===== config.mk =====
export PLATFORM = sky130hd
export DESIGN_NAME = clk_switch_ctrl
export DESIGN_NICKNAME = d
export VERILOG_FILES = /design/src/rtl/clksw_pkg.sv /design/src/rtl/sync_2ff.sv /design/src/rtl/clk_switch_ctrl.sv
export SDC_FILE = /design/constraint.sdc
export NUM_CORES = 1
export LEC_CHECK = 0
export CORE_MARGIN = 10
export CORE_UTILIZATION = 57
export CTS_CLUSTER_SIZE = 20
export DETAILED_ROUTE_END_ITERATION = 8
export PLACE_DENSITY = 0.78
export SLEW_MARGIN = 20
export SYNTH_ARGS = -nofsm -noshare
export SYNTH_HDL_FRONTEND = slang
export SYNTH_HIERARCHICAL = 1
export SYNTH_SLANG_ARGS = --single-unit

===== constraint.sdc =====
create_clock -name clk -period 2.6 [get_ports clk]
set_input_delay 0.26 -clock clk [delete_from_list [all_inputs] [get_ports clk]]
set_output_delay 0.26 -clock clk [all_outputs]
set_load 0.005 [all_outputs]

===== src/rtl/clksw_pkg.sv =====
`timescale 1ns/1ps
`default_nettype none
// +---------------------------------------------------------------------------+
// | Module  : clksw_pkg                                                       |
// | Brief   : Shared state encoding and clock-source constants for the        |
// |           clock switch controller.                                        |
// | Revision: 1.0 - initial release                                           |
// +---------------------------------------------------------------------------+
package clksw_pkg;

  typedef enum logic [1:0] {
    IDLE   = 2'd0,
    SETTLE = 2'd1,
    COUNT  = 2'd2
  } clksw_state_t;

  localparam logic SEL_CLK1 = 1'b0;
  localparam logic SEL_CLK2 = 1'b1;

  function automatic logic sel_other(input logic sel);
    return (sel == SEL_CLK1) ? SEL_CLK2 : SEL_CLK1;
  endfunction

endpackage
`default_nettype wire


===== src/rtl/sync_2ff.sv =====
`timescale 1ns/1ps
`default_nettype none
// +---------------------------------------------------------------------------+
// | Module  : sync_2ff                                                        |
// | Brief   : STAGES-deep flop synchronizer with async active-high reset.     |
// | Revision: 1.0 - initial release                                           |
// +---------------------------------------------------------------------------+
module sync_2ff #(
  parameter int STAGES = 2
) (
  input  logic clk,
  input  logic rst,
  input  logic d,
  output logic q
);

  logic [STAGES-1:0] r_chain;

  always_ff @(posedge clk or posedge rst) begin
    if (rst) begin
      r_chain <= '0;
    end else begin
      r_chain <= {r_chain[STAGES-2:0], d};
    end
  end

  assign q = r_chain[STAGES-1];

endmodule
`default_nettype wire


===== src/rtl/clk_switch_ctrl.sv =====
`timescale 1ns/1ps
`default_nettype none
// +---------------------------------------------------------------------------+
// | Module  : clk_switch_ctrl                                                 |
// | Brief   : Glitch-free clock mux select sequencer; confirms a switch by    |
// |           counting muxed-clock edges. CLK_SWITCH_REVERT_EN: on timeout    |
// |           the select reverts to the last confirmed source.                |
// | Revision: 1.0 - initial release                                           |
// +---------------------------------------------------------------------------+
module clk_switch_ctrl
  import clksw_pkg::*;
#(
  parameter int   SYNC_STAGES = 2,
  parameter int   SETTLE_CYC  = 8,
  parameter int   MIN_EDGES   = 4,
  parameter int   TIMEOUT_CYC = 256,
  parameter logic RESET_SEL   = SEL_CLK1
) (
  input  logic clk,
  input  logic rst,
  input  logic req_valid,
  input  logic req_sel,
  output logic req_ready,
  input  logic clk_mon,
  output logic mux_sel,
  output logic cur_sel,
  output logic busy,
  output logic done,
  output logic err
);

  localparam int c_settle_w = $clog2(SETTLE_CYC + 1);
  localparam int c_edge_w   = $clog2(MIN_EDGES + 1);
  localparam int c_timer_w  = $clog2(TIMEOUT_CYC + 1);

  localparam logic [c_settle_w-1:0] c_settle_last = c_settle_w'(SETTLE_CYC - 1);
  localparam logic [c_settle_w-1:0] c_settle_max  = c_settle_w'(SETTLE_CYC);
  localparam logic [c_settle_w-1:0] c_settle_one  = c_settle_w'(1);
  localparam logic [c_edge_w-1:0]   c_edge_max    = c_edge_w'(MIN_EDGES);
  localparam logic [c_edge_w-1:0]   c_edge_one    = c_edge_w'(1);
  localparam logic [c_timer_w-1:0]  c_timer_max   = c_timer_w'(TIMEOUT_CYC);
  localparam logic [c_timer_w-1:0]  c_timer_one   = c_timer_w'(1);

  clksw_state_t          r_state;
  logic                  r_mux_sel;
  logic                  r_cur_sel;
  logic                  r_busy;
  logic                  r_ready;
  logic                  r_done;
  logic                  r_err;
  logic [c_settle_w-1:0] r_settle_cnt;
  logic [c_edge_w-1:0]   r_edge_cnt;
  logic [c_timer_w-1:0]  r_timer;
  logic                  r_edge_q;

  logic                  w_sync_q;
  logic                  w_rise;
  logic [c_settle_w-1:0] w_settle_nxt;
  logic [c_edge_w-1:0]   w_edge_nxt;
  logic [c_timer_w-1:0]  w_timer_nxt;

  sync_2ff #(
    .STAGES (SYNC_STAGES)
  ) u_sync (
    .clk (clk),
    .rst (rst),
    .d   (clk_mon),
    .q   (w_sync_q)
  );

  always_ff @(posedge clk or posedge rst) begin
    if (rst) begin
      r_edge_q <= 1'b0;
    end else begin
      r_edge_q <= w_sync_q;
    end
  end

  assign w_rise = w_sync_q & ~r_edge_q;

  // All counters hold at their terminal value instead of wrapping.
  assign w_settle_nxt = (r_settle_cnt == c_settle_max) ? r_settle_cnt : r_settle_cnt + c_settle_one;
  assign w_edge_nxt   = (!w_rise || (r_edge_cnt == c_edge_max)) ? r_edge_cnt : r_edge_cnt + c_edge_one;
  assign w_timer_nxt  = (r_timer == c_timer_max) ? r_timer : r_timer + c_timer_one;

  always_ff @(posedge clk or posedge rst) begin
    if (rst) begin
      r_state      <= IDLE;
      r_mux_sel    <= RESET_SEL;
      r_cur_sel    <= RESET_SEL;
      r_busy       <= 1'b0;
      r_ready      <= 1'b1;
      r_done       <= 1'b0;
      r_err        <= 1'b0;
      r_settle_cnt <= '0;
      r_edge_cnt   <= '0;
      r_timer      <= '0;
    end else begin
      r_done <= 1'b0;
      r_err  <= 1'b0;
      case (r_state)
        IDLE: begin
          if (req_valid && r_ready) begin
            if (req_sel == r_cur_sel) begin
              r_done <= 1'b1;
            end else begin
              r_mux_sel    <= req_sel;
              r_settle_cnt <= '0;
              r_state      <= SETTLE;
              r_busy       <= 1'b1;
              r_ready      <= 1'b0;
            end
          end
        end
        SETTLE: begin
          r_settle_cnt <= w_settle_nxt;
          if (r_settle_cnt == c_settle_last) begin
            r_state    <= COUNT;
            r_edge_cnt <= '0;
            r_timer    <= '0;
          end
        end
        COUNT: begin
          r_edge_cnt <= w_edge_nxt;
          r_timer    <= w_timer_nxt;
          // Edge success is checked first so it wins a same-cycle timeout.
          if (w_edge_nxt == c_edge_max) begin
            r_cur_sel <= r_mux_sel;
            r_done    <= 1'b1;
            r_state   <= IDLE;
            r_busy    <= 1'b0;
            r_ready   <= 1'b1;
          end else if (w_timer_nxt == c_timer_max) begin
            r_err   <= 1'b1;
            r_state <= IDLE;
            r_busy  <= 1'b0;
            r_ready <= 1'b1;
`ifdef CLK_SWITCH_REVERT_EN
            r_mux_sel <= r_cur_sel;
`else
            r_mux_sel <= r_mux_sel;
`endif
          end
        end
        default: begin
          r_state <= IDLE;
          r_busy  <= 1'b0;
          r_ready <= 1'b1;
        end
      endcase
    end
  end

  assign req_ready = r_ready;
  assign mux_sel   = r_mux_sel;
  assign cur_sel   = r_cur_sel;
  assign busy      = r_busy;
  assign done      = r_done;
  assign err       = r_err;

endmodule
`default_nettype wire

==> results.ini, run 1 <==
[routing]
vias = 1274
routedWlPerCell_um = 15.4
vias_per_cell = 6.13
drt_iter0_markers = 116
drc = 0
wl_um = 3200
drt_first_pass_iters = 4
ant_nets = 0

[clock_network]
clk_path_buf_depth = 2
cts_root_buffer = clkbuf_4
cts_tree = done
numCtsBuffers = 3
hold_buffers = 0
clk-insertion-delay-late_ns = 0.32
cts_resized = 0
clk_pin_slew_ns = 0.14
cts_post_setup_buffers_inserted = 0
cts.sinks = 27
htreeDepth = 1

[logic_synthesis]
syn_inst = 169
yosys.area_share.simple_pct = 23.3
synth-seq-cells = 27
synth-main-ff-cell = dfrtp_1
yosysMostFrequentCell = dfrtp_1
synth_top_family_by_area = simple AND/OR/NAND/NOR gates
synth_async_sr_flop_share_pct = 100
synth_xor_area_share_pct = 2.82
synth_edf_count = 0
synth_area_um2 = 1550
synth_compound_area_share_pct = 17.5
synthDistinctLibCells = 44
synthDominantCellAreaShare_pct = 41.9
synthAdderAreaFrac_pct = 4.83
syn_avg_cell_area_um2 = 9.19
synth_nets = 180
synth_area_leaders = dfrtp_1, nand3_1, ha_1, nand2_1, o21ai_0
synth_common_cells = dfrtp_1, nand3_1, nand2_1
ys_seq_area_share_pct = 43.6
synthMuxAreaShare_pct = 1.37
synth.largest_area_cell = dfrtp_1
yosysWarnings = 6

[placed_design]
port_buffers = 10
post_dp_cell_area_um2 = 1650
gp_congestion = 0.919
pre_cts_ws_ns = 0.576
dp_hpwl_um = 2380

[timing]
setup_viol_count_final = 0
worst_pin_slew_ns = 0.559
drv_slew = 0
hold_viol_final = 0
fin_ws_ns = 0.537
whs_ns = 0.0918
fin_crit_sh_pct = 79.4
fin_setup_tns_ns = 0
max-slew-margin-rel_pct = 62.6
rsz0062_at_grt = false
skew_ns = 0.00671
max_freq_mhz = 485
min_period_ns = 2.06

[worst_setup_path]
reg2reg_slack_ns = 0.54
path_cells = ha_1, or3_2, a32o_1, or4_1, nor2_1
crit_start = r_timer[0]
r2r_start = r_timer[0]
crit_buf_inv = 0
arrival_ns = 2.32
slowest_stage = or3_2
cpPeakStageDelay_ns = 0.47
cp_max_fo = 7
cp-end-kind = register
r2r-end = err
setup.worst_path.class = register to register
rr_worst_depth = 5
endpoint = err
path_depth = 5
start_kind = register
crit_family = simple AND/OR/NAND/NOR gates
required_ns = 2.86

[power]
ir_drop_v = 0.000706
power.density_nw_per_um2 = 789
total_leakage_power_nw = 0.744

[floorplan]
fp.dieH_um = 72.2
initial_core_util_pct = 61.0
fp.dieW_um = 72.2
io_pins = 11
core_area_um2 = 2540
rows = 18
die_area_um2 = 5210

[grt]
grt_max_degree = 26
first_global_vias = 1269
overflow = 0
antenna_found_initial = 0
grt_pass1_wl_um = 5550
grt_usage_pct = 12.6

[layout]
areaGrowthSynthToFinish_pct = 7.82
drive_above_1_share_pct = 5.62
fill_cells = 199
fin_util_pct = 65.8
multi_input_area_um2 = 773
insertedDiodeCount = 0
fin_area_um2 = 1670
seq_area_um2 = 677
nNetsFinal = 190

[flow_run]
drv_cap = 0

[min_path]
min_path_type = input port to async pin

[status]
outcome = complete, no violations

## worst min-delay path by stage
stage	from	to	slack (ns)	cells after the start
global placement	u_sync/r_chain[0]	u_sync/r_chain[1]	0.34	0
CTS	rst	u_sync/r_chain[0]	0.09	2
detailed placement	u_sync/r_chain[0]	u_sync/r_chain[1]	0.35	0
floorplan	rst	u_sync/r_chain[0]	0.001	1
finish	rst	u_sync/r_chain[0]	0.09	2
global route	rst	u_sync/r_chain[1]	0.09	2
## metal layers
layer,share of wire [%],wire [µm],global-route usage (%),vias to the layer above
li1,-,-,-,627
met1,46,1460,15.8,615
met2,48,1520,20.6,28
met3,6.0,193,3.27,4
met4,0.78,25,3.87,0
met5,0,0,0,-
## power breakdown
group	switching (W)	internal (W)	total [W]
Clock	0.000121	0.0000601	0.000181
Combinational	0.000270	0.000225	0.000495
Sequential	0.000121	0.000523	0.000644
Total	0.000511	0.000809	0.00132
## kinds of logic after synthesis
| family | count (synthesis) |
|---|---|
| adders and majority gates | 6 |
| buffers and inverters | 19 |
| AOI/OAI and AO/OA | 43 |
| DFF | 27 |
| muxes | 2 |
| xor gates and xnor gates | 5 |
| and+or+nand+nor | 67 |
## cells in the final DEF (no fill, tap or decap), types with 5 or more instances in the layout
| master | n |
|---|---|
| nor2b_1 | 5 |
| o21ai_1 | 10 |
| ha_1 | 6 |
| o21ai_0 | 10 |
| nand2_1 | 15 |
| a21oi_1 | 6 |
| inv_1 | 12 |
| dfrtp_1 | 26 |
| nand3_1 | 16 |
| clkdlybuf4s50_1 | 10 |
| nor2_1 | 9 |
## sequential cells by signal, summed over array words and instances, names as in the netlist
signal	flops
busy	1
cur_sel	1
done	1
err	1
mux_sel	1
r_edge_cnt	3
r_edge_q	1
r_settle_cnt	4
r_state	2
r_timer	9
req_ready	1
u_sync/r_chain	2
## stage by stage
step | power, W | std cells
2_1_floorplan | 0.000986 | 169
3_3_place_gp | 0.00110 | 204
3_5_place_dp | 0.00114 | 204
4_1_cts | 0.00132 | 208
5_1_grt | 0.00144 | 208
6_report | 0.00132 | 208
## cell type report
class / count / share of cell area (%)
Timing Repair Buffer: 12 / 6.88
Inverter: 12 / 2.69
Sequential cell: 27 / 40.4
Multi-Input combinational cell: 123 / 46.2
Clock buffer: 4 / 1.57
Tap cell: 30 / 2.24
Note: power is estimated with default switching activity, not from simulation.
==> inputs of run 2 (changes only) <==
==> constraint.sdc (replaced) <==
create_clock -name clk -period 2 [get_ports clk]
set_input_delay 0.2 -clock clk [delete_from_list [all_inputs] [get_ports clk]]
set_output_delay 0.2 -clock clk [all_outputs]
set_load 0.005 [all_outputs]
==> run 2 against run 1 <==
  * Via count up 1.4%
  * Largest cell class unchanged
  * Sequential share of layout area down 1.2 points
  * Critical path depth unchanged
  * Highest routed layer unchanged
==> results.ini, run 2 (synthesized netlist as in run 1, its figures left out) <==
[status]
outcome = complete, no violations

[layout]
fin_cells = 212
fill_cells = 196
top_register = r_timer
nNetsFinal = 194
final_cell_mix = dfrtp_1, nand3_1, nand2_1, inv_1
top_regs = r_timer x9, r_settle_cnt x4, r_edge_cnt x3
fin_area_um2 = 1730
final_common_cell = dfrtp_1
areaGrowthSynthToFinish_pct = 11.4
insertedDiodeCount = 0
drive_above_1_share_pct = 11.5
largest_reg_flops = 9

[floorplan]
die_area_um2 = 5210
fp.dieW_um = 72.2
rows = 18
initial_core_util_pct = 61.0
core_area_um2 = 2540
fp.dieH_um = 72.2
io_pins = 11

[timing]
skew_ns = 0.00337
min_period_ns = 1.95
hold_viol_final = 0
fin_setup_tns_ns = 0
drv_slew = 0
worst_pin_slew_ns = 0.473
max_freq_mhz = 514
fin_crit_sh_pct = 97.3
setup_viol_count_final = 0
max-slew-margin-rel_pct = 68.4

[min_path]
min_path_type = input port to async pin

[routing]
routedWlPerCell_um = 14.8
vias = 1292
drc = 0
drt_iter0_markers = 118
ant_nets = 0
vias_per_cell = 6.09
drt_first_pass_iters = 4
wl_um = 3130

[placed_design]
gp_congestion = 0.905
post_dp_cell_area_um2 = 1680
dp.cells = 208
dp_hpwl_um = 2300
port_buffers = 10

[worst_setup_path]
r2r_start = r_timer[0]
required_ns = 2.26
cp-end-kind = register
reg2reg_slack_ns = 0.05
setup.worst_path.class = register to register
start_kind = register
r2r-end = err
rr_worst_depth = 5
cp_max_fo = 6
arrival_ns = 2.21

[clock_network]
clk_path_buf_depth = 2
clk_pin_slew_ns = 0.15
cts.sinks = 27
htreeDepth = 1
numCtsBuffers = 3
cts_post_setup_buffers_inserted = 0
cts_tree = done
clk-insertion-delay-late_ns = 0.32
cts_root_buffer = clkbuf_4

[power]
ir_drop_v = 0.000758
total_leakage_power_nw = 0.769
power.density_nw_per_um2 = 1020

[grt]
grt_pass1_wl_um = 5270
grt_usage_pct = 11.9
overflow = 0
first_global_vias = 1251
antenna_found_initial = 0
grt_max_degree = 17

[flow_run]
drv_cap = 0

## run 2: cell type report
type / instances / area, µm² / area share (%)
Sequential cell: 27 / 678 / 39.2
Tap cell: 30 / 37.5 / 2.17
Inverter: 12 / 45.0 / 2.60
Multi-Input combinational cell: 123 / 795 / 45.9
Timing Repair Buffer: 16 / 145 / 8.39
Clock inverter: 1 / 7.51 / 0.434
Clock buffer: 3 / 22.5 / 1.30
## run 2: repair_timing
item | CTS | global route
hold buffers | 0 | 0
endpoints found under the setup margin | 0 | 4
gates resized for setup | 0 | 7
## run 2: how the worst max path moves through the flow
stage	cells after the start	endpoint	slack (ns)	startpoint
after floorplan	5	err	0.08	r_timer[0]
after global placement	5	err	0.09	r_timer[0]
after detailed placement	5	err	0.05	r_timer[0]
after CTS	5	err	0.01	r_timer[0]
after global routing	7	err	-0.004	r_timer[0]
final	5	err	0.05	r_timer[0]
## run 2: layer usage
layer	global-route usage [%]	vias to the layer above	wire length, µm
met4	4.52	0	14
met1	15.1	614	1390
met5	0	-	0
met2	18.8	43	1500
li1	-	633	-
met3	3.40	2	226
## run 2: stage by stage
stage / setup slack [ns] / utilization [%] / hold slack [ns] / total power, W
final: 0.0540 / 68.0 / 0.0358 / 0.00176
after floorplan: 0.0834 / - / -0.0588 / 0.00128
after detailed placement: 0.0496 / 65.9 / 0.343 / 0.00149
after global placement: 0.0857 / 65.9 / 0.339 / 0.00146
after global routing: -0.00424 / 68.0 / 0.0497 / 0.00189
after CTS: 0.0141 / 67.1 / 0.0240 / 0.00174
## run 2: power breakdown
group          internal [W]  switching (W)  leakage [nW]
combinational      0.000328       0.000355         0.406
sequential         0.000682       0.000159         0.349
clock             0.0000763       0.000159        0.0139
## run 2: critical path, cell delays in order (launching register included)
cell     delay [ns]
dfrtp_2        0.46
ha_2           0.19
or3_2          0.44
a32o_2         0.30
or4_1          0.40
nor2_1         0.10
==> inputs of run 3 (changes only) <==
--- a/config.mk
+++ b/config.mk
@@ -5,6 +5,7 @@
 export SDC_FILE = /design/constraint.sdc
 export NUM_CORES = 1
 export LEC_CHECK = 0
+export CORE_ASPECT_RATIO = 2
 export CORE_MARGIN = 10
 export CORE_UTILIZATION = 57
 export CTS_CLUSTER_SIZE = 20
==> run 3 against run 2 <==
  * Worst hold slack better by 0.054 ns
  * Largest power group unchanged
  * Clock power is 35% higher
  * Utilization is 0.99 points higher
==> results.ini, run 3 (synthesized netlist as in run 1, its figures left out) <==
[status]
outcome = complete, no violations

[layout]
nNetsFinal = 196
areaGrowthSynthToFinish_pct = 14.2
top_register = r_timer
largest_reg_flops = 9
final_cell_mix = dfrtp_1, nand3_1, nand2_1, inv_1
insertedDiodeCount = 0
fill_cells = 204
drive_above_1_share_pct = 15.2
top_regs = r_timer x9, r_settle_cnt x4, r_edge_cnt x3
final_common_cell = dfrtp_1

[worst_setup_path]
path_cells = nor4b_1, nand2_2, a32o_2, or4_4, nor2_2
reg2reg_slack_ns = 0.05
slowest_stage = dfrtp_2
setup.worst_path.class = register to register
cp-end-kind = register
crit_family = simple AND/OR/NAND/NOR gates
arrival_ns = 2.18
cp_max_fo = 10
crit_buf_inv = 0
required_ns = 2.22
start_kind = register
cpPeakStageDelay_ns = 0.48

[timing]
setup_viol_count_final = 0
worst_pin_slew_ns = 0.450
fin_crit_sh_pct = 97.5
whs_ns = 0.0902
hold_viol_final = 0
max-slew-margin-rel_pct = 69.9
drv_slew = 0
skew_ns = 0.00913
max_freq_mhz = 513
min_period_ns = 1.95

[grt]
gr-usage-met1_pct = 12.8
use_met2_pct = 24.1
grt-busiest-layer = met2
overflow = 0
grtUsageMet3_pct = 3.12
first_global_vias = 1357
antenna_found_initial = 0
grt_pass1_wl_um = 5980
grt_max_degree = 26
grt_usage_pct = 13.5

[placed_design]
gp_congestion = 0.891
port_buffers = 10
dp_hpwl_um = 2610

[floorplan]
initial_core_util_pct = 60.4
core_area_um2 = 2570
fp.dieH_um = 93.8
rows = 26
die_area_um2 = 5340
io_pins = 11
fp.dieW_um = 56.9

[clock_network]
cts.sinks = 27
cts_root_buffer = clkbuf_8
htreeDepth = 1
clk-insertion-delay-late_ns = 0.28
cts_tree = done
clk_pin_slew_ns = 0.10
numCtsBuffers = 3
clk_path_buf_depth = 2

[power]
p_total_w = 0.00188
total_leakage_power_nw = 0.791
ir_drop_v = 0.000959
power.density_nw_per_um2 = 1060

[routing]
drt_first_pass_iters = 4
vias = 1316
wl_um = 3530
ant_nets = 0
vias_per_cell = 6.21
drc = 0
drt_iter0_markers = 43
routedWlPerCell_um = 16.6

[flow_run]
drv_cap = 0

[min_path]
min_path_type = input port to async pin

## run 3: cell types whose count changed in the layout (fill, tap and decap cells not counted), sizes merged
cell      delta
buf          +2
clkinv       +1
clkinvlp     -1
## run 3: area by class of cell
class | count | area, µm² | area share (%)
clock buffer | 3 | 41.3 | 2.33
clock inverter | 1 | 5.00 | 0.282
inverter | 12 | 45.0 | 2.54
multi-input combinational | 123 | 807 | 45.5
sequential | 27 | 679 | 38.3
tap | 28 | 35.0 | 1.98
timing repair buffer | 18 | 160 | 9.03
## run 3: repair_timing
item	CTS	global route
resized for setup	0	14
setup buffers	0	2
setup endpoints to repair	0	4
hold buffers	0	0
hold endpoints to repair	0	0
## run 3: routing by layer
| metal | part of all wire (%) | wire length [µm] |
|---|---|---|
| met5 | 0 | 0 |
| met2 | 56 | 1970 |
| met4 | 3.8 | 133 |
| met3 | 3.4 | 119 |
| met1 | 37 | 1310 |
## run 3: report_power, final
part           switching [W]  internal [W]
Combinational       0.000369      0.000346
Clock               0.000177      0.000140
Sequential          0.000166      0.000683
## run 3: per-stage QoR
step	area [µm²]	std cells	util, %	worst slack, ns	TNS [ns]
after floorplan	1550	169	-	0.0834	0
after global placement	1680	206	65.2	0.129	0
after detailed placement	1680	206	65.2	0.0767	0
after CTS	1720	210	67.0	0.0607	0
after global routing	1770	212	69.0	-0.0474	-0.0474
final	1770	212	69.0	0.0495	0
## run 3: worst paths after layout
kind	startpoint	to	cells past startpoint
setup / recovery	r_timer[2]	err	5
hold reg to reg	u_sync/r_chain[0]	u_sync/r_chain[1]	0
hold / removal	rst	u_sync/r_chain[0]	2
max in group asynchronous	rst	req_ready	3
setup reg to reg	r_timer[2]	err	5
min in group clk	clk_mon	u_sync/r_chain[0]	1
==> RTL edit 1: new RTL, config.mk and constraints of run 1 <==
The 3 states of `clksw_state_t` get a one-hot encoding in 3 bits.
--- a/src/rtl/clksw_pkg.sv
+++ b/src/rtl/clksw_pkg.sv
@@ -9,8 +9,8 @@
 package clksw_pkg;
 
-  typedef enum logic [1:0] {
-    IDLE   = 2'd0,
-    SETTLE = 2'd1,
-    COUNT  = 2'd2
+  typedef enum logic [2:0] {
+    IDLE   = 3'b001,
+    SETTLE = 3'b010,
+    COUNT  = 3'b100
   } clksw_state_t;
 
Formal check against the unedited RTL: same outputs for any inputs over 10 cycles, from zero or initial values and one cycle with rst high; not proved beyond that.
==> RTL edit 1 against run 1 <==
Area after synthesis barely moved. Combinational power up 47%. Largest cell class unchanged. Core utilization rose by 2.3 points. Clock skew decreased by 0.0039 ns. Sequential share of layout area rose by 0.14 points. Critical path type unchanged. Die area about the same. Sequential cell count increased by 1. Total power increased by 35%. Global-route usage fell by 0.37 points. Worst setup slack got worse by 0.14 ns. Design area grew 3.5%. Wire length down 9.8%.
==> RTL edit 1: results (changes against run 1) <==
| Metric | Value |
|---|---|
| Mean post-synth cell area | `9.77 µm² (+6.4%)` |
| WP data arrival | `2.44 ns (+0.12 ns)` |
| Dpl cells | `197 (-3.4%)` |
| Biggest regs | `r_timer x9, r_settle_cnt x4` |
| Status | `completed` |
| Synth top area cells | `dfrtp_1, ha_1, nor2_1` |
| Mapped Nets | `170 (-5.6%)` |
| Max VDD drop | `0.766 mV (+8.5%)` |
| Headroom to the max-slew limit | `56.3% (-6.3 points)` |
| Post-Synth XOR/XNOR Area | `4.51% (+1.7 points)` |
| Post-synth top cells | `dfrtp_1, nor2_1, nand2_1` |
| Routed length per placed instance | `14.4 µm (-6.6%)` |
| Initial antenna violation count | `0 (unchanged)` |
| Leak Pwr | `0.779 nW (+4.7%)` |
| Final setup skew | `0.00278 ns (-0.00393 ns)` |
| Global-route wire length before repair | `5310 µm (-4.3%)` |
| Netlist cell types | `45 (+2.3%)` |
| GP Congestion | `0.848 (-7.7%)` |
| Nets | `183 (-3.7%)` |
| Compound-gate portion of the synthesized area | `12.7% (-4.8 points)` |
| Iter 0 DRT Violations | `104 (-10%)` |
| Adder-cell share of the synthesized area | `4.83% (about the same)` |
| Maximum number of pins on one net before global-route repair | `21 (-19%)` |
| Vias | `1157 (-9.2%)` |
| DPL Wire Length | `2190 µm (-8.1%)` |
| Max FO, Critical Path | `9 (+2)` |
| Layout cells sized above 1 | `11.1% (+5.5 points)` |
| Overall routing resource usage | `12.2% (-0.37 points)` |
| Final wirelength | `2890 µm (-9.8%)` |
==> RTL edit 1: changes by cell type after synthesis, moves of 3 or more <==
cell     change
nand4_1      +4
nor2_1       +8
and3b_1      -3
nand3_1     -11
o21ai_0      -5
o21ai_1      -8
buf_6        -3
xor2_1       +5
==> RTL edit 1: layout make-up <==
| cell class | instances | share of cell area (%) |
|---|---|---|
| clock buffer | 3 | 1.30 |
| inverter | 11 | 2.38 |
| tap | 30 | 2.17 |
| multi-input combinational | 116 | 45.2 |
| sequential | 28 | 40.6 |
| clock inverter | 1 | 1.73 |
| timing repair buffer | 12 | 6.64 |
==> RTL edit 1: through the flow <==
| stage | utilization [%] | instance area [µm²] | setup WS [ns] | hold WS [ns] |
|---|---|---|---|---|
| finish | 68.1 | 1730 | 0.395 | 0.0865 |
| global route | 68.1 | 1730 | 0.303 | 0.0919 |
| CTS | 68.1 | 1730 | 0.414 | 0.0833 |
| detailed placement | 66.0 | 1680 | 0.426 | 0.343 |
| global placement | 66.0 | 1680 | 0.492 | 0.338 |
| floorplan | - | 1550 | 0.614 | 0.00118 |
==> RTL edit 1: path summary, 6_finish.rpt <==
check | from | endpoint | slack [ns] | cells past startpoint
setup / recovery | r_timer[2] | busy | 0.39 | 6
hold / removal | rst | u_sync/r_chain[1] | 0.09 | 2
setup reg to reg | r_timer[2] | busy | 0.39 | 6
hold reg to reg | u_sync/r_chain[0] | u_sync/r_chain[1] | 0.37 | 0
max in group asynchronous | rst | r_state[0] | 1.85 | 3
min in group clk | clk_mon | u_sync/r_chain[0] | 0.35 | 1
==> RTL edit 1: metal layers <==
layer / up-vias / part of all wire (%) / GRT usage (%)
met5: - / 0 / 0
met4: 0 / 0.97 / 4.52
met3: 4 / 2.2 / 1.90
met2: 12 / 52 / 20.3
met1: 563 / 45 / 15.6
li1: 578 / - / -
==> RTL edit 1: logic make-up after synthesis <==
family | count (synthesis)
buf+inv | 15
xor+xnor | 8
simple gates | 71
compound gates | 27
fa+ha+maj | 6
flops | 28
mux | 4
==> RTL edit 1: worst max-delay path, cell delays in order (launching register included) <==
cell       delay, ns
dfrtp_1         0.51
nor4_4          0.37
nand4_2         0.18
mux2_4          0.35
a2111oi_4       0.38
o211ai_2        0.15
a21o_1          0.19
==> RTL edit 1: power groups by stage <==
| stage | logic (W) | registers (W) | clock network [W] |
|---|---|---|---|
| after floorplan | 0.000601 | 0.000708 | 0 |
| after global placement | 0.000703 | 0.000759 | 0 |
| after detailed placement | 0.000728 | 0.000769 | 0 |
| after CTS | 0.000736 | 0.000762 | 0.000289 |
| after global routing | 0.000820 | 0.000797 | 0.000304 |
| final | 0.000730 | 0.000766 | 0.000282 |
==> RTL edit 2: new RTL, flow settings as in run 1 <==
Without the edit above. The parameter `TIMEOUT_CYC` goes from 256 to 512.
--- a/src/rtl/clk_switch_ctrl.sv
+++ b/src/rtl/clk_switch_ctrl.sv
@@ -14,5 +14,5 @@
   parameter int   SETTLE_CYC  = 8,
   parameter int   MIN_EDGES   = 4,
-  parameter int   TIMEOUT_CYC = 256,
+  parameter int   TIMEOUT_CYC = 512,
   parameter logic RESET_SEL   = SEL_CLK1
 ) (
Function: no difference found for any inputs over 10 cycles, from zero or initial values and one cycle with rst high; that may be too few to reach the edited logic, so the function may still have changed.
==> RTL edit 2 against run 1 <==
Wire length is 11% higher. Synthesized cell count is 1.8% higher. Worst setup slack worse by 0.51 ns. Final cell count is 3.8% higher. Sequential cell count is 1 higher. Area after synthesis is 12% higher. Die area is 8.3% higher. Design area is 15% higher. Critical path depth is 2 higher. Global-route usage is 0.81 points higher. Highest routed layer unchanged.
Power is not compared: it rests on default switching activity, and its combinational part moved more than twofold at a synthesized area within 25%.
==> RTL edit 2: results (changes against run 1) <==
| Metric | Value |
|---|---|
| Status | `completed` |
| Final setup skew | `0.00136 ns (-0.00535 ns)` |
| Post-Route M1 WL | `1610 µm (+11%)` |
| Filler cell count | `231 (+16%)` |
| Total CTS buffers | `3 (unchanged)` |
| Maximum number of pins on one net before global-route repair | `27 (+3.8%)` |
| Layout cells sized above 1 | `14.1% (+8.4 points)` |
| CTS H-tree depth | `1 (unchanged)` |
| Max FO, Critical Path | `5 (-2)` |
| Mapped Nets | `183 (+1.7%)` |
| Nets | `197 (+3.7%)` |
| Reg2reg start | `r_timer[1]` |
| DPL Wire Length | `2510 µm (+5.7%)` |
| Max VDD drop | `around 0.19 mV` |
| Netlist cell types | `50 (+14%)` |
| Routed length per placed instance | `16.4 µm (+6.5%)` |
| Clk slew on worst S/H paths | `0.15 ns` |
| Leak Pwr | `0.873 nW` |
| Max stage delay on crit path | `0.50 ns (+0.03 ns)` |
| Met3 WL | `150 µm (-22%)` |
| Global-route wire length before repair | `6130 µm (+10%)` |
| Synth top area cells | `dfrtp_1, a22o_1, xnor2_1` |
| Biggest regs | `r_timer x10, r_settle_cnt x4, r_edge_cnt x3` |
| GP Congestion | `0.916 (-0.32%)` |
| WP data arrival | `2.81 ns (+0.49 ns)` |
| CP max stage cell | `or4_1` |
| Hold crit path type | `primary input to async pin` |
| Syn. warnings | `6 (unchanged)` |
| Async S/R FF share, synth | `100% (unchanged)` |
| Diodes inserted | `0 (unchanged)` |
| WL met2 | `1720 µm (+13%)` |
| Number of port buffers | `10 (unchanged)` |
| Cell family with most CP delay | `simple AND/OR/NAND/NOR gates` |
| Iter 0 DRT Violations | `99 (-15%)` |
| Top routing layer used | `met4` |
| Pre-CTS setup slack | `0.0330 ns (-0.543 ns)` |
| Post-synth top cells | `dfrtp_1, a22o_1, inv_1` |
| Vias | `1379 (+8.2%)` |
| Drt pass-1 iters | `4 (unchanged)` |
| Register area share after synthesis | `40.5% (-3.1 points)` |
| Overall routing resource usage | `13.4% (+0.81 points)` |
| Worst-Skew Late Latency | `0.33 ns` |
| Post-synthesis register bit count | `28 (+3.7%)` |
| Headroom to the max-slew limit | `64.6% (+2.0 points)` |
## RTL edit 2: changes by cell type after synthesis, sizes merged, moves of 4 or more
cell / run 1 / this run
nand2: 15 / 6
a22o: 0 / 16
xnor2: 3 / 9
nor3: 1 / 5
nand2b: 2 / 6
o21ai: 20 / 6
nand3: 16 / 6
## RTL edit 2: per-stage QoR
| step | util (%) | instance area, µm² | instances | hold WS (ns) |
|---|---|---|---|---|
| after floorplan | - | 1730 | 172 | 0.00118 |
| after global placement | 65.7 | 1860 | 210 | 0.340 |
| after detailed placement | 65.7 | 1860 | 210 | 0.348 |
| after CTS | 67.5 | 1910 | 214 | 0.100 |
| after global routing | 68.1 | 1930 | 216 | 0.0667 |
| final | 68.1 | 1930 | 216 | 0.0934 |
## RTL edit 2: layout make-up
type                       count  area (µm²)  area share, %
multi-input combinational    120         905           46.9
sequential                    28         703           36.5
timing repair buffer          21         183           9.48
inverter                      12        45.0           2.34
tap                           31        38.8           2.01
clock inverter                 1        30.0           1.56
clock buffer                   3        22.5           1.17
## RTL edit 2: worst register-to-register path: stages, from the launching register on
cell and delay, ns:
dfrtp_2 0.47, inv_2 0.06, ha_1 0.13, or4b_4 0.46
or4_1 0.50, a222oi_1 0.41, nand3_1 0.14, nor4b_2 0.31
## RTL edit 2: worst paths after layout
path / endpoint / slack, ns / cells past startpoint
min reg2reg: u_sync/r_chain[1] / 0.38 / 0
min in group clk: u_sync/r_chain[0] / 0.34 / 1
max: err / 0.03 / 7
min: u_sync/r_chain[1] / 0.09 / 2
max in group asynchronous: req_ready / 2.01 / 3
max reg2reg: err / 0.03 / 7
## RTL edit 2: report_power, final
group | leakage, nW | total (W) | switching (W) | internal, W
Sequential | 0.374 | 0.000439 | 0.00000111 | 0.000438
Combinational | 0.471 | 0.0000210 | 0.0000121 | 0.00000886
Clock | 0.0279 | 0.000287 | 0.000131 | 0.000156
Total | 0.873 | 0.000747 | 0.000145 | 0.000603
## RTL edit 2: timing repair
| item | CTS | global route |
|---|---|---|
| pin swaps | 1 | 3 |
| endpoints found under the hold margin | 0 | 0 |
| buffers inserted | 0 | 2 |
| setup endpoints to repair | 1 | 4 |
| gates resized for setup | 0 | 3 |
## RTL edit 2: layer usage
layer / vias to the layer above / global-route usage [%]
met5: - / 0
met4: 0 / 4.54
met1: 683 / 17.1
met3: 9 / 3.29
met2: 32 / 21.7
li1: 655 / -
## RTL edit 2: kinds of logic (layout without fill, tap and decap cells)
logic type | Yosys count | count (layout) | share of synthesized area [%]
adders and majority gates | 6 | 6 | 4.33
DFF | 28 | 28 | 40.5
buffers and inverters | 24 | 37 | 7.29
xor gates and xnor gates | 13 | 13 | 6.57
and+or+nand+nor | 53 | 53 | 18.3
muxes | 6 | 6 | 3.75
AOI/OAI and AO/OA | 42 | 42 | 19.2
